===== src/rtl/keyb_pkg.sv =====
// Shared definitions for the ET-3400 keyboard emulator and the key press sequencer.
package keyb_pkg;

  localparam int KEY_W = 6;

  localparam logic [KEY_W-1:0] KEY_NONE = 6'd0;
  localparam logic [KEY_W-1:0] KEY_MIN  = 6'd1;
  localparam logic [KEY_W-1:0] KEY_MAX  = 6'd16;

  // Emulator key-code encoding: 0 means "no key", 1..16 select a physical key.
  localparam logic [KEY_W-1:0] KEY_CODE_0    = 6'd1;
  localparam logic [KEY_W-1:0] KEY_CODE_1    = 6'd2;
  localparam logic [KEY_W-1:0] KEY_CODE_2    = 6'd3;
  localparam logic [KEY_W-1:0] KEY_CODE_3    = 6'd4;
  localparam logic [KEY_W-1:0] KEY_CODE_4    = 6'd5;
  localparam logic [KEY_W-1:0] KEY_CODE_5    = 6'd6;
  localparam logic [KEY_W-1:0] KEY_CODE_6    = 6'd7;
  localparam logic [KEY_W-1:0] KEY_CODE_7    = 6'd8;
  localparam logic [KEY_W-1:0] KEY_CODE_8    = 6'd9;
  localparam logic [KEY_W-1:0] KEY_CODE_9    = 6'd10;
  localparam logic [KEY_W-1:0] KEY_CODE_A    = 6'd11;
  localparam logic [KEY_W-1:0] KEY_CODE_B    = 6'd12;
  localparam logic [KEY_W-1:0] KEY_CODE_C    = 6'd13;
  localparam logic [KEY_W-1:0] KEY_CODE_D    = 6'd14;
  localparam logic [KEY_W-1:0] KEY_CODE_STAR = 6'd15;
  localparam logic [KEY_W-1:0] KEY_CODE_HASH = 6'd16;

  // Sequencer phases: waiting for work, key held down, key released (gap).
  typedef enum logic [1:0] {
    IDLE    = 2'd0,
    PRESS   = 2'd1,
    RELEASE = 2'd2
  } seq_state_e;

  // True when a code maps onto a real key of the emulator.
  function automatic logic key_is_valid(input logic [KEY_W-1:0] code);
    return (code >= KEY_MIN) && (code <= KEY_MAX);
  endfunction

endpackage


===== src/rtl/key_fifo.sv =====
// Small synchronous FIFO buffering key codes between the host producer and the sequencer.
// Pointers wrap naturally (power-of-two depth); full/empty come from the occupancy count.
module key_fifo #(
  parameter int WIDTH = 6,
  parameter int DEPTH = 8,
  localparam int AW = $clog2(DEPTH),
  localparam int CW = AW + 1
) (
  input  logic             clk_i,
  input  logic             rst_ni,
  input  logic             push_i,
  input  logic             pop_i,
  input  logic             flush_i,
  input  logic [WIDTH-1:0] data_i,
  output logic [WIDTH-1:0] data_o,
  output logic [CW-1:0]    count_o,
  output logic             full_o,
  output logic             empty_o
);

  logic [WIDTH-1:0] mem_q [DEPTH];
  logic [AW-1:0]    rd_ptr_q, rd_ptr_d;
  logic [AW-1:0]    wr_ptr_q, wr_ptr_d;
  logic [CW-1:0]    count_q, count_d;
  logic             do_push, do_pop;

  assign full_o  = (count_q == CW'(DEPTH));
  assign empty_o = (count_q == '0);
  assign count_o = count_q;
  assign data_o  = mem_q[rd_ptr_q];

  // A flush wins over everything; otherwise pushes need room and pops need data.
  assign do_push = push_i & ~full_o & ~flush_i;
  assign do_pop  = pop_i & ~empty_o & ~flush_i;

  // Next pointers and occupancy; a simultaneous push and pop leaves the count unchanged.
  always_comb begin
    rd_ptr_d = rd_ptr_q;
    wr_ptr_d = wr_ptr_q;
    count_d  = count_q;
    if (flush_i) begin
      rd_ptr_d = '0;
      wr_ptr_d = '0;
      count_d  = '0;
    end else begin
      if (do_push) wr_ptr_d = wr_ptr_q + AW'(1);
      if (do_pop)  rd_ptr_d = rd_ptr_q + AW'(1);
      count_d = count_q + CW'(do_push) - CW'(do_pop);
    end
  end

  // Pointer and count registers.
  always_ff @(posedge clk_i or negedge rst_ni) begin
    if (!rst_ni) begin
      rd_ptr_q <= '0;
      wr_ptr_q <= '0;
      count_q  <= '0;
    end else begin
      rd_ptr_q <= rd_ptr_d;
      wr_ptr_q <= wr_ptr_d;
      count_q  <= count_d;
    end
  end

  // Storage array; contents need no reset because the count guards every read.
  always_ff @(posedge clk_i) begin
    if (do_push) mem_q[wr_ptr_q] <= data_i;
  end

endmodule


===== src/rtl/key_press_sequencer.sv =====
// Presses queued key codes on the ET-3400 keyboard emulator one at a time, holding each
// for HOLD_CYCLES and then releasing for GAP_CYCLES so the monitor's scan debounces it.
module key_press_sequencer
  import keyb_pkg::*;
#(
  parameter int HOLD_CYCLES = 50000,
  parameter int GAP_CYCLES  = 50000,
  parameter int FIFO_DEPTH  = 8,
  parameter int CNT_W       = 17
) (
  input  logic                         Clock,
  input  logic                         Reset_N,
  input  logic [KEY_W-1:0]             Key_Code_I,
  input  logic                         Key_Valid_I,
  output logic                         Key_Ready_O,
  input  logic                         Abort_I,
  output logic [KEY_W-1:0]             Keyb_Value_O,
  output logic                         Busy_O,
  output logic [$clog2(FIFO_DEPTH):0]  Pending_O,
  output logic                         Bad_Key_O
);

  seq_state_e       state_q, state_d;
  logic [CNT_W-1:0] cnt_q, cnt_d;
  logic [KEY_W-1:0] key_q, key_d;
  logic             bad_q, bad_d;

  logic             accept, code_ok, fifo_push, fifo_pop;
  logic             fifo_full, fifo_empty;
  logic [KEY_W-1:0] fifo_head;

  // A transfer happens whenever the producer offers a code, there is room and no abort.
  // Out-of-range codes are swallowed by the handshake but never reach the queue.
  assign accept    = Key_Valid_I & Key_Ready_O & ~Abort_I;
  assign code_ok   = key_is_valid(Key_Code_I);
  assign fifo_push = accept & code_ok;
  assign bad_d     = accept & ~code_ok;

  key_fifo #(
    .WIDTH (KEY_W),
    .DEPTH (FIFO_DEPTH)
  ) u_fifo (
    .clk_i   (Clock),
    .rst_ni  (Reset_N),
    .push_i  (fifo_push),
    .pop_i   (fifo_pop),
    .flush_i (Abort_I),
    .data_i  (Key_Code_I),
    .data_o  (fifo_head),
    .count_o (Pending_O),
    .full_o  (fifo_full),
    .empty_o (fifo_empty)
  );

  assign Key_Ready_O  = ~fifo_full;
  assign Keyb_Value_O = key_q;
  assign Bad_Key_O    = bad_q;
  assign Busy_O       = (state_q != IDLE) | ~fifo_empty;

  // Press/release sequencing: an abort cuts a press short but still honours the full gap.
  always_comb begin
    state_d  = state_q;
    cnt_d    = cnt_q;
    key_d    = key_q;
    fifo_pop = 1'b0;
    case (state_q)
      IDLE: begin
        if (!Abort_I && !fifo_empty) begin
          fifo_pop = 1'b1;
          key_d    = fifo_head;
          cnt_d    = CNT_W'(HOLD_CYCLES - 1);
          state_d  = PRESS;
        end
      end
      PRESS: begin
        if (Abort_I || (cnt_q == '0)) begin
          key_d   = KEY_NONE;
          cnt_d   = CNT_W'(GAP_CYCLES - 1);
          state_d = RELEASE;
        end else begin
          cnt_d = cnt_q - CNT_W'(1);
        end
      end
      RELEASE: begin
        if (cnt_q == '0) begin
          state_d = IDLE;
        end else begin
          cnt_d = cnt_q - CNT_W'(1);
        end
      end
      default: begin
        key_d   = KEY_NONE;
        cnt_d   = '0;
        state_d = IDLE;
      end
    endcase
  end

  // State, counter and output registers; reset drops any held key at once.
  always_ff @(posedge Clock or negedge Reset_N) begin
    if (!Reset_N) begin
      state_q <= IDLE;
      cnt_q   <= '0;
      key_q   <= KEY_NONE;
      bad_q   <= 1'b0;
    end else begin
      state_q <= state_d;
      cnt_q   <= cnt_d;
      key_q   <= key_d;
      bad_q   <= bad_d;
    end
  end

endmodule


===== config.mk =====
export PLATFORM = sky130hd
export DESIGN_NAME = key_press_sequencer
export DESIGN_NICKNAME = d
export VERILOG_FILES = /design/src/rtl/keyb_pkg.sv /design/src/rtl/key_fifo.sv /design/src/rtl/key_press_sequencer.sv
export SDC_FILE = /design/constraint.sdc
export NUM_CORES = 1
export LEC_CHECK = 0
export CAP_MARGIN = 40
export CORE_MARGIN = 3
export CORE_UTILIZATION = 64
export CTS_CLUSTER_SIZE = 25
export DETAILED_ROUTE_END_ITERATION = 7
export PLACE_DENSITY = 0.85
export SLEW_MARGIN = 30
export SYNTH_ARGS = -nofsm -noshare
export SYNTH_HDL_FRONTEND = slang
export SYNTH_HIERARCHICAL = 1
export SYNTH_SLANG_ARGS = --single-unit

===== constraint.sdc =====
create_clock -name Clock -period 7.5 [get_ports Clock]
set_clock_uncertainty 0.1 [all_clocks]
set_input_delay 0.75 -clock Clock [delete_from_list [all_inputs] [get_ports Clock]]
set_output_delay 0.75 -clock Clock [all_outputs]
set_load 0.03 [all_outputs]

# Word level (Yosys, flattened, before mapping)
# Memories as Yosys holds them, arrays and structs flattened.
# Cells that the tools add are included.
# totals
register_bits	36
latchBits	0
mem_bits_rw	48
romBits	0
inputBits	10
out_inout_bits	13
wordCells	70
n_memories	1
# op_classes
addsub	5
mul	0
div_mod_pow	0
n_lt_le_gt_ge	2
eq_ne	7
shifts	0
n_mux	20
n_bitwise	14
reduce_logical	14
# memory_table
name	words	width	read_ports	rd_ports_with_merged_regs	wr	line_no	source
u_fifo.mem_q	8	6	1	0	1	key_fifo.sv:21	logic [WIDTH-1:0] mem_q [DEPTH];
# ops
cell	count
17-bit two-way mux	3
17-bit case mux with 3 select lines	1
6-bit case mux with 3 select lines	1
17-bit zero test	1
17-bit by 1-bit subtractor with 17-bit output, second input constant	1
3-bit two-way mux	4
6-bit two-way mux	2
1-bit AND	8
2-bit != test, second input constant	4
3-bit by 1-bit adder with 3-bit output, second input constant	2
6-bit by 1-bit >= comparator with 1-bit output, second input constant	1
6-bit by 5-bit less-or-equal comparator with 1-bit output, second input constant	1
2-bit two-way mux	3
2-bit case mux with 3 select lines	1
3-bit AND reduction	2
2-bit nonzero test	3
1-bit inverter	5
4-bit by 1-bit adder with 4-bit output	1
4-bit equality test, second input constant	1
4-bit zero test	1
1-bit two-way mux	4
4-bit two-way mux	1
4-bit by 1-bit subtractor with 4-bit output	1
2-bit by 1-bit equality test with 1-bit output, second input constant	1
7 further kinds	9

# Depth between registers and ports, before layout
# logic_depth
ltp_word	10
depth_mapped	14
ltp_nobuf	14

# By module
# Netlist, hierarchy kept.
# by_module_without_submodules
module	instances	cells_each	area_per_inst_um2	seq_area_each_um2
key_fifo	1	143	2517.4	1691.6
key_press_sequencer	1	182	1636.6	650.6

# Worst setup path after synthesis
# Ideal clock, no wire load.
# synth_path
kind	reg-to-reg
startpoint	reg u_fifo.count_q[2] (netlist: u_fifo/count_o[2])
endpoint	reg u_fifo.count_q[1] (netlist: u_fifo/count_o[1])
setup_time_ns	0.132
arrival_time_ns	2.994
required_time_ns	7.268
setup_slack_ns	4.274
path_stages_with_launch	13
path_buffers	0
period_less_slack_ns	3.226
path_cell_list	dfrtp_1 -> inv_1 -> ha_1 -> nor3b_1 -> or2_2 -> nor2_1 -> nor2b_1 -> nor2b_1 -> ha_1 -> inv_1 -> ha_1 -> fa_1 -> nor2b_1
# synth_via
elab_cells_between_ends	18
cone_classes	add/sub: 2; eq/ne: 1; mux: 3; bitwise: 9; reduce/logical: 3
# synth_lines
element	line_no	source
from (decl)	key_fifo.sv:24	logic [CW-1:0] count_q, count_d;
from (signal assigned)	key_fifo.sv:61	count_q <= count_d;
4-bit zero test	key_fifo.sv:28	assign empty_o = (count_q == '0);
via fifo_empty	key_press_sequencer.sv:29	logic fifo_full, fifo_empty;
1-bit zero test	key_press_sequencer.sv:68	if (!Abort_I && !fifo_empty) begin
1-bit logical AND	key_press_sequencer.sv:68	
1-bit two-way mux	key_press_sequencer.sv:68	
1-bit two-way mux	key_press_sequencer.sv:66	case (state_q)
via fifo_pop	key_press_sequencer.sv:28	logic accept, code_ok, fifo_push, fifo_pop;
1-bit AND (2 in a row)	key_fifo.sv:34	assign do_pop = pop_i & ~empty_o & ~flush_i;
4-bit by 1-bit subtractor with 4-bit output	key_fifo.sv:48	count_d = count_q + CW'(do_push) - CW'(do_pop);
4-bit two-way mux	key_fifo.sv:41	if (flush_i) begin
via u_fifo.count_d[1]	key_fifo.sv:24	
# The timed path passes the listed nets, and every way through them passes these cells.
# A chain may end at the register's enable or synchronous reset.

# Final worst setup path
# layout_path
startpoint	in Abort_I
endpoint	reg u_fifo.count_q[1] (netlist: u_fifo/count_o[1])
# layout_via
elab_chain_cells	8
elab_cells_between_ends	14
cone_classes	add/sub: 2; mux: 3; bitwise: 7; reduce/logical: 2
# layout_rtl
element	line_no	source
from (decl)	key_press_sequencer.sv:16	input logic Abort_I,
1-bit zero test	key_press_sequencer.sv:68	
1-bit logical AND	key_press_sequencer.sv:68	
1-bit two-way mux	key_press_sequencer.sv:68	
1-bit two-way mux	key_press_sequencer.sv:66	
via fifo_pop	key_press_sequencer.sv:28	
1-bit AND (2 in a row)	key_fifo.sv:34	
4-bit by 1-bit subtractor with 4-bit output	key_fifo.sv:48	
4-bit two-way mux	key_fifo.sv:41	
via u_fifo.count_d[1]	key_fifo.sv:24	
# The timed path passes the listed nets, and every way through them passes these cells.

==> metrics.txt <==
# TYPE chip_impl_metric gauge
chip_impl_info{name="run_status",value="complete, no violations"} 1
chip_impl_metric{name="yosys.area.top_type_share",unit="%"} 34.7
chip_impl_metric{name="ir_drop",unit="V"} 0.000253
chip_impl_metric{name="path_clk_slew",unit="ns"} 0.09
chip_impl_metric{name="drt.antenna.violating_nets",unit=""} 0
chip_impl_metric{name="final_min_period_over_clock_period",unit="%"} 54.2
chip_impl_metric{name="fin_nets",unit=""} 367
chip_impl_info{name="tritoncts_clock_tree",value="yes"} 1
chip_impl_info{name="worstHoldPathType",value="primary input to async pin"} 1
chip_impl_info{name="post_synth_most_frequent_cells",value="sky130_fd_sc_hd__edfxtp_1 (48), sky130_fd_sc_hd__dfrtp_1 (36), sky130_fd_sc_hd__nor2_1 (30), sky130_fd_sc_hd__a21oi_1 (18), sky130_fd_sc_hd__inv_1 (16)"} 1
chip_impl_metric{name="ys_async_sr_fraction",unit="%"} 42.9
chip_impl_metric{name="power_per_cell_area",unit="nW/um^2"} 301
chip_impl_metric{name="setup_total_negative_slack",unit="ns"} 0
chip_impl_metric{name="fin_crit",unit="ns"} 4.06
chip_impl_info{name="worst-setup-path-type",value="primary input to flop"} 1
chip_impl_metric{name="synth_warnings",unit=""} 6
chip_impl_metric{name="cts-buffers-inserted",unit=""} 9
chip_impl_metric{name="grt_pass1_vias",unit=""} 2618
chip_impl_metric{name="grt_start_max_net_pins",unit=""} 37
chip_impl_info{name="root_buffer",value="sky130_fd_sc_hd__clkbuf_8"} 1
chip_impl_metric{name="timing.final.max_slew_violations",unit=""} 0
chip_impl_metric{name="grt_pass1_wl",unit="mm"} 13.5
chip_impl_metric{name="dr.pass1.iters",unit=""} 5
chip_impl_metric{name="cts_resized",unit=""} 0
chip_impl_metric{name="dp_hpwl",unit="mm"} 5.54
chip_impl_metric{name="floorplan.die_area",unit="sq um"} 7490
chip_impl_metric{name="synth_enable_flop_cells",unit=""} 48
chip_impl_metric{name="io-pin-count",unit=""} 23
chip_impl_metric{name="final-hold-violation-count",unit=""} 0
chip_impl_metric{name="max_freq",unit="MHz"} 246
chip_impl_metric{name="avgRoutedWirePerCell",unit="um"} 19.3
chip_impl_metric{name="layout-drive-gt1-share",unit="%"} 12.2
chip_impl_metric{name="leakage",unit="nW"} 1.70
chip_impl_metric{name="overall_die_width",unit="um"} 86.6
chip_impl_metric{name="drc_errors",unit=""} 0
chip_impl_metric{name="critical_path_required",unit="ns"} 7.61
chip_impl_info{name="yosys.cell_count.top_type",value="sky130_fd_sc_hd__edfxtp_1"} 1
chip_impl_metric{name="ctsHoldBuffers",unit=""} 0
chip_impl_metric{name="postSynthRegisterBits",unit=""} 84
chip_impl_metric{name="drt_iter0_markers",unit=""} 321
chip_impl_metric{name="layout-area-overhead-vs-synth",unit="%"} 12.0
chip_impl_metric{name="timing.final.setup_violations",unit=""} 0
chip_impl_metric{name="synth_sequential_area_ratio",unit="%"} 56.4
chip_impl_metric{name="initial_utilization",unit="%"} 68.1
chip_impl_metric{name="h-tree-depth",unit=""} 3
chip_impl_info{name="worst_setup_path_end_kind",value="flop"} 1
chip_impl_metric{name="post_synth_instance_area",unit="sq um"} 4150
chip_impl_metric{name="fp.coreArea",unit="sq um"} 6100
chip_impl_metric{name="setup.reg_to_reg.worst_slack",unit="ns"} 3.95
chip_impl_metric{name="max-slew-margin-rel",unit="%"} 44.0
chip_impl_metric{name="via_count",unit=""} 2781
chip_impl_info{name="netlist_top_cells_area",value="sky130_fd_sc_hd__edfxtp_1 (35%), sky130_fd_sc_hd__dfrtp_1 (22%), sky130_fd_sc_hd__mux4_1 (7.6%)"} 1
chip_impl_metric{name="global_route.usage.total",unit="%"} 24.2
chip_impl_metric{name="post-route-util",unit="%"} 76.3
chip_impl_metric{name="post_drt_via_cell_ratio",unit=""} 6.51
chip_impl_metric{name="std_cell_rows",unit=""} 28
chip_impl_metric{name="synth.net_count",unit=""} 345
chip_impl_metric{name="avgSynthCellArea",unit="sq um"} 12.8
chip_impl_metric{name="max-clock-path-buffers",unit=""} 2
chip_impl_metric{name="global_route.overflow_total",unit=""} 0
chip_impl_metric{name="max_slew.worst_pin.slew",unit="ns"} 0.837
chip_impl_info{name="critical_path.startpoint_type",value="primary input"} 1
chip_impl_metric{name="syn_inst",unit=""} 325
chip_impl_metric{name="cts.sink_count",unit=""} 84
chip_impl_info{name="synth_largest_area_cell",value="sky130_fd_sc_hd__edfxtp_1"} 1
chip_impl_metric{name="cp_data_arrival_time",unit="ns"} 4.17
chip_impl_info{name="ys_dominant_reg_cell",value="sky130_fd_sc_hd__edfxtp_1"} 1
chip_impl_metric{name="post-cts-setup-buffers",unit=""} 0
chip_impl_metric{name="totalWireLength",unit="mm"} 8.22
chip_impl_metric{name="worst_skew_pair.late_latency",unit="ns"} 0.36
chip_impl_metric{name="timing.critical_path.fanout_max",unit=""} 27
chip_impl_metric{name="num_antenna_cells",unit=""} 0
chip_impl_info{name="grt_setup_unrepaired",value="no"} 1
chip_impl_metric{name="drv_cap",unit=""} 0
chip_impl_metric{name="synth_cell_type_count",unit=""} 56
chip_impl_metric{name="antenna_found_initial",unit=""} 0
chip_impl_metric{name="gp_routability_congestion",unit=""} 0.876
chip_impl_metric{name="placement.io_buffers",unit=""} 22
chip_impl_metric{name="fp.dieH",unit="um"} 86.6
-- where the power goes --
part	internal [mW]	leakage [nW]	switching, mW
clock network	0.164	0.110	0.181
registers	0.541	0.894	0.0880
logic	0.173	0.693	0.254
total	0.878	1.70	0.523
-- metal layers --
layer  part of all wire [%]  track usage (%)  vias up  wire, um
met5                      0                0        -         0
met4                    1.9             8.22        0       157
met3                    8.6             6.08       18       706
met2                     47             36.4      132      3860
met1                     43             34.9     1340      3500
li1                       -                -     1291         -
-- stage by stage --
step                cells  setup WS (ns)  area (sq um)  hold WS [ns]  total power, mW
floorplan             325           4.27          4150         0.354            0.912
global placement      409           3.30          4400         0.390             1.04
detailed placement    410           3.19          4410         0.389             1.05
CTS                   426           3.52          4620         0.404             1.40
global route          427           3.30          4650         0.208             1.47
finish                427           3.44          4650         0.193             1.40
-- critical path, cell delays in order --
cell and delay, ns:
sky130_fd_sc_hd__clkdlybuf4s50_1 0.82, sky130_fd_sc_hd__or2_2 0.52, sky130_fd_sc_hd__nor2_1 0.49, sky130_fd_sc_hd__nor2b_1 0.34, sky130_fd_sc_hd__nor2b_1 0.18, sky130_fd_sc_hd__ha_1 0.25, sky130_fd_sc_hd__inv_1 0.06, sky130_fd_sc_hd__ha_1 0.18
sky130_fd_sc_hd__fa_1 0.42, sky130_fd_sc_hd__nor2b_1 0.15
-- cell type report --
class	count	area [sq um]
sequential	84	2340
multi-input combinational	212	1690
fill	381	1450
timing repair buffer	24	248
clock buffer	9	124
tap	75	93.8
clock inverter	7	92.6
inverter	16	60.1
-- final timing paths --
kind / cells past startpoint / end / start
setup / recovery: 10 / u_fifo/count_o[1] / Abort_I
hold / removal: 1 / Keyb_Value_O[3] / Reset_N
setup reg to reg: 12 / u_fifo/count_o[1] / u_fifo/count_o[2]
hold reg to reg: 1 / Keyb_Value_O[5] / Keyb_Value_O[5]
max in group asynchronous: 2 / u_fifo/wr_ptr_q[1] / Reset_N
min in group Clock: 1 / Keyb_Value_O[5] / Keyb_Value_O[5]
-- layout by cell type (no fill, tap or decap), types with 6 or more instances in the layout --
cell | Yosys | layout
sky130_fd_sc_hd__inv_1 | 16 | 16
sky130_fd_sc_hd__a21oi_1 | 18 | 18
sky130_fd_sc_hd__o21ai_0 | 6 | 6
sky130_fd_sc_hd__nand2_1 | 14 | 14
sky130_fd_sc_hd__ha_1 | 9 | 9
sky130_fd_sc_hd__edfxtp_1 | 48 | 48
sky130_fd_sc_hd__clkbuf_8 | 0 | 9
sky130_fd_sc_hd__dfrtp_1 | 36 | 36
sky130_fd_sc_hd__a311oi_1 | 6 | 6
sky130_fd_sc_hd__mux2_2 | 7 | 7
sky130_fd_sc_hd__nor3_1 | 11 | 10
sky130_fd_sc_hd__nor2b_1 | 6 | 6
sky130_fd_sc_hd__nor2_1 | 30 | 30
sky130_fd_sc_hd__mux4_1 | 12 | 12
sky130_fd_sc_hd__a22o_1 | 6 | 6
sky130_fd_sc_hd__or3_1 | 6 | 6
sky130_fd_sc_hd__nand2b_1 | 10 | 10
sky130_fd_sc_hd__clkdlybuf4s50_1 | 0 | 21
-- registers in the layout (all words and copies together) (netlist names) --
signal and count:
state_q 2, u_fifo/mem_q 48, Keyb_Value_O 6, Bad_Key_O 1, cnt_q 17, u_fifo/count_o 4
u_fifo/rd_ptr_q 3, u_fifo/wr_ptr_q 3
-- logic make-up (layout without fill, tap and decap cells) --
kind of cell	after synthesis	after routing	share of synthesized area, %
muxes	21	21	9.97
xor gates and xnor gates	7	7	1.48
AOI/OAI and AO/OA	62	62	10.9
and+or+nand+nor	112	112	15.0
adders and majority gates	10	10	3.19
DFF	84	84	56.4
buffers and inverters	29	56	3.04
No activity file was read; power rests on OpenSTA's default activity.
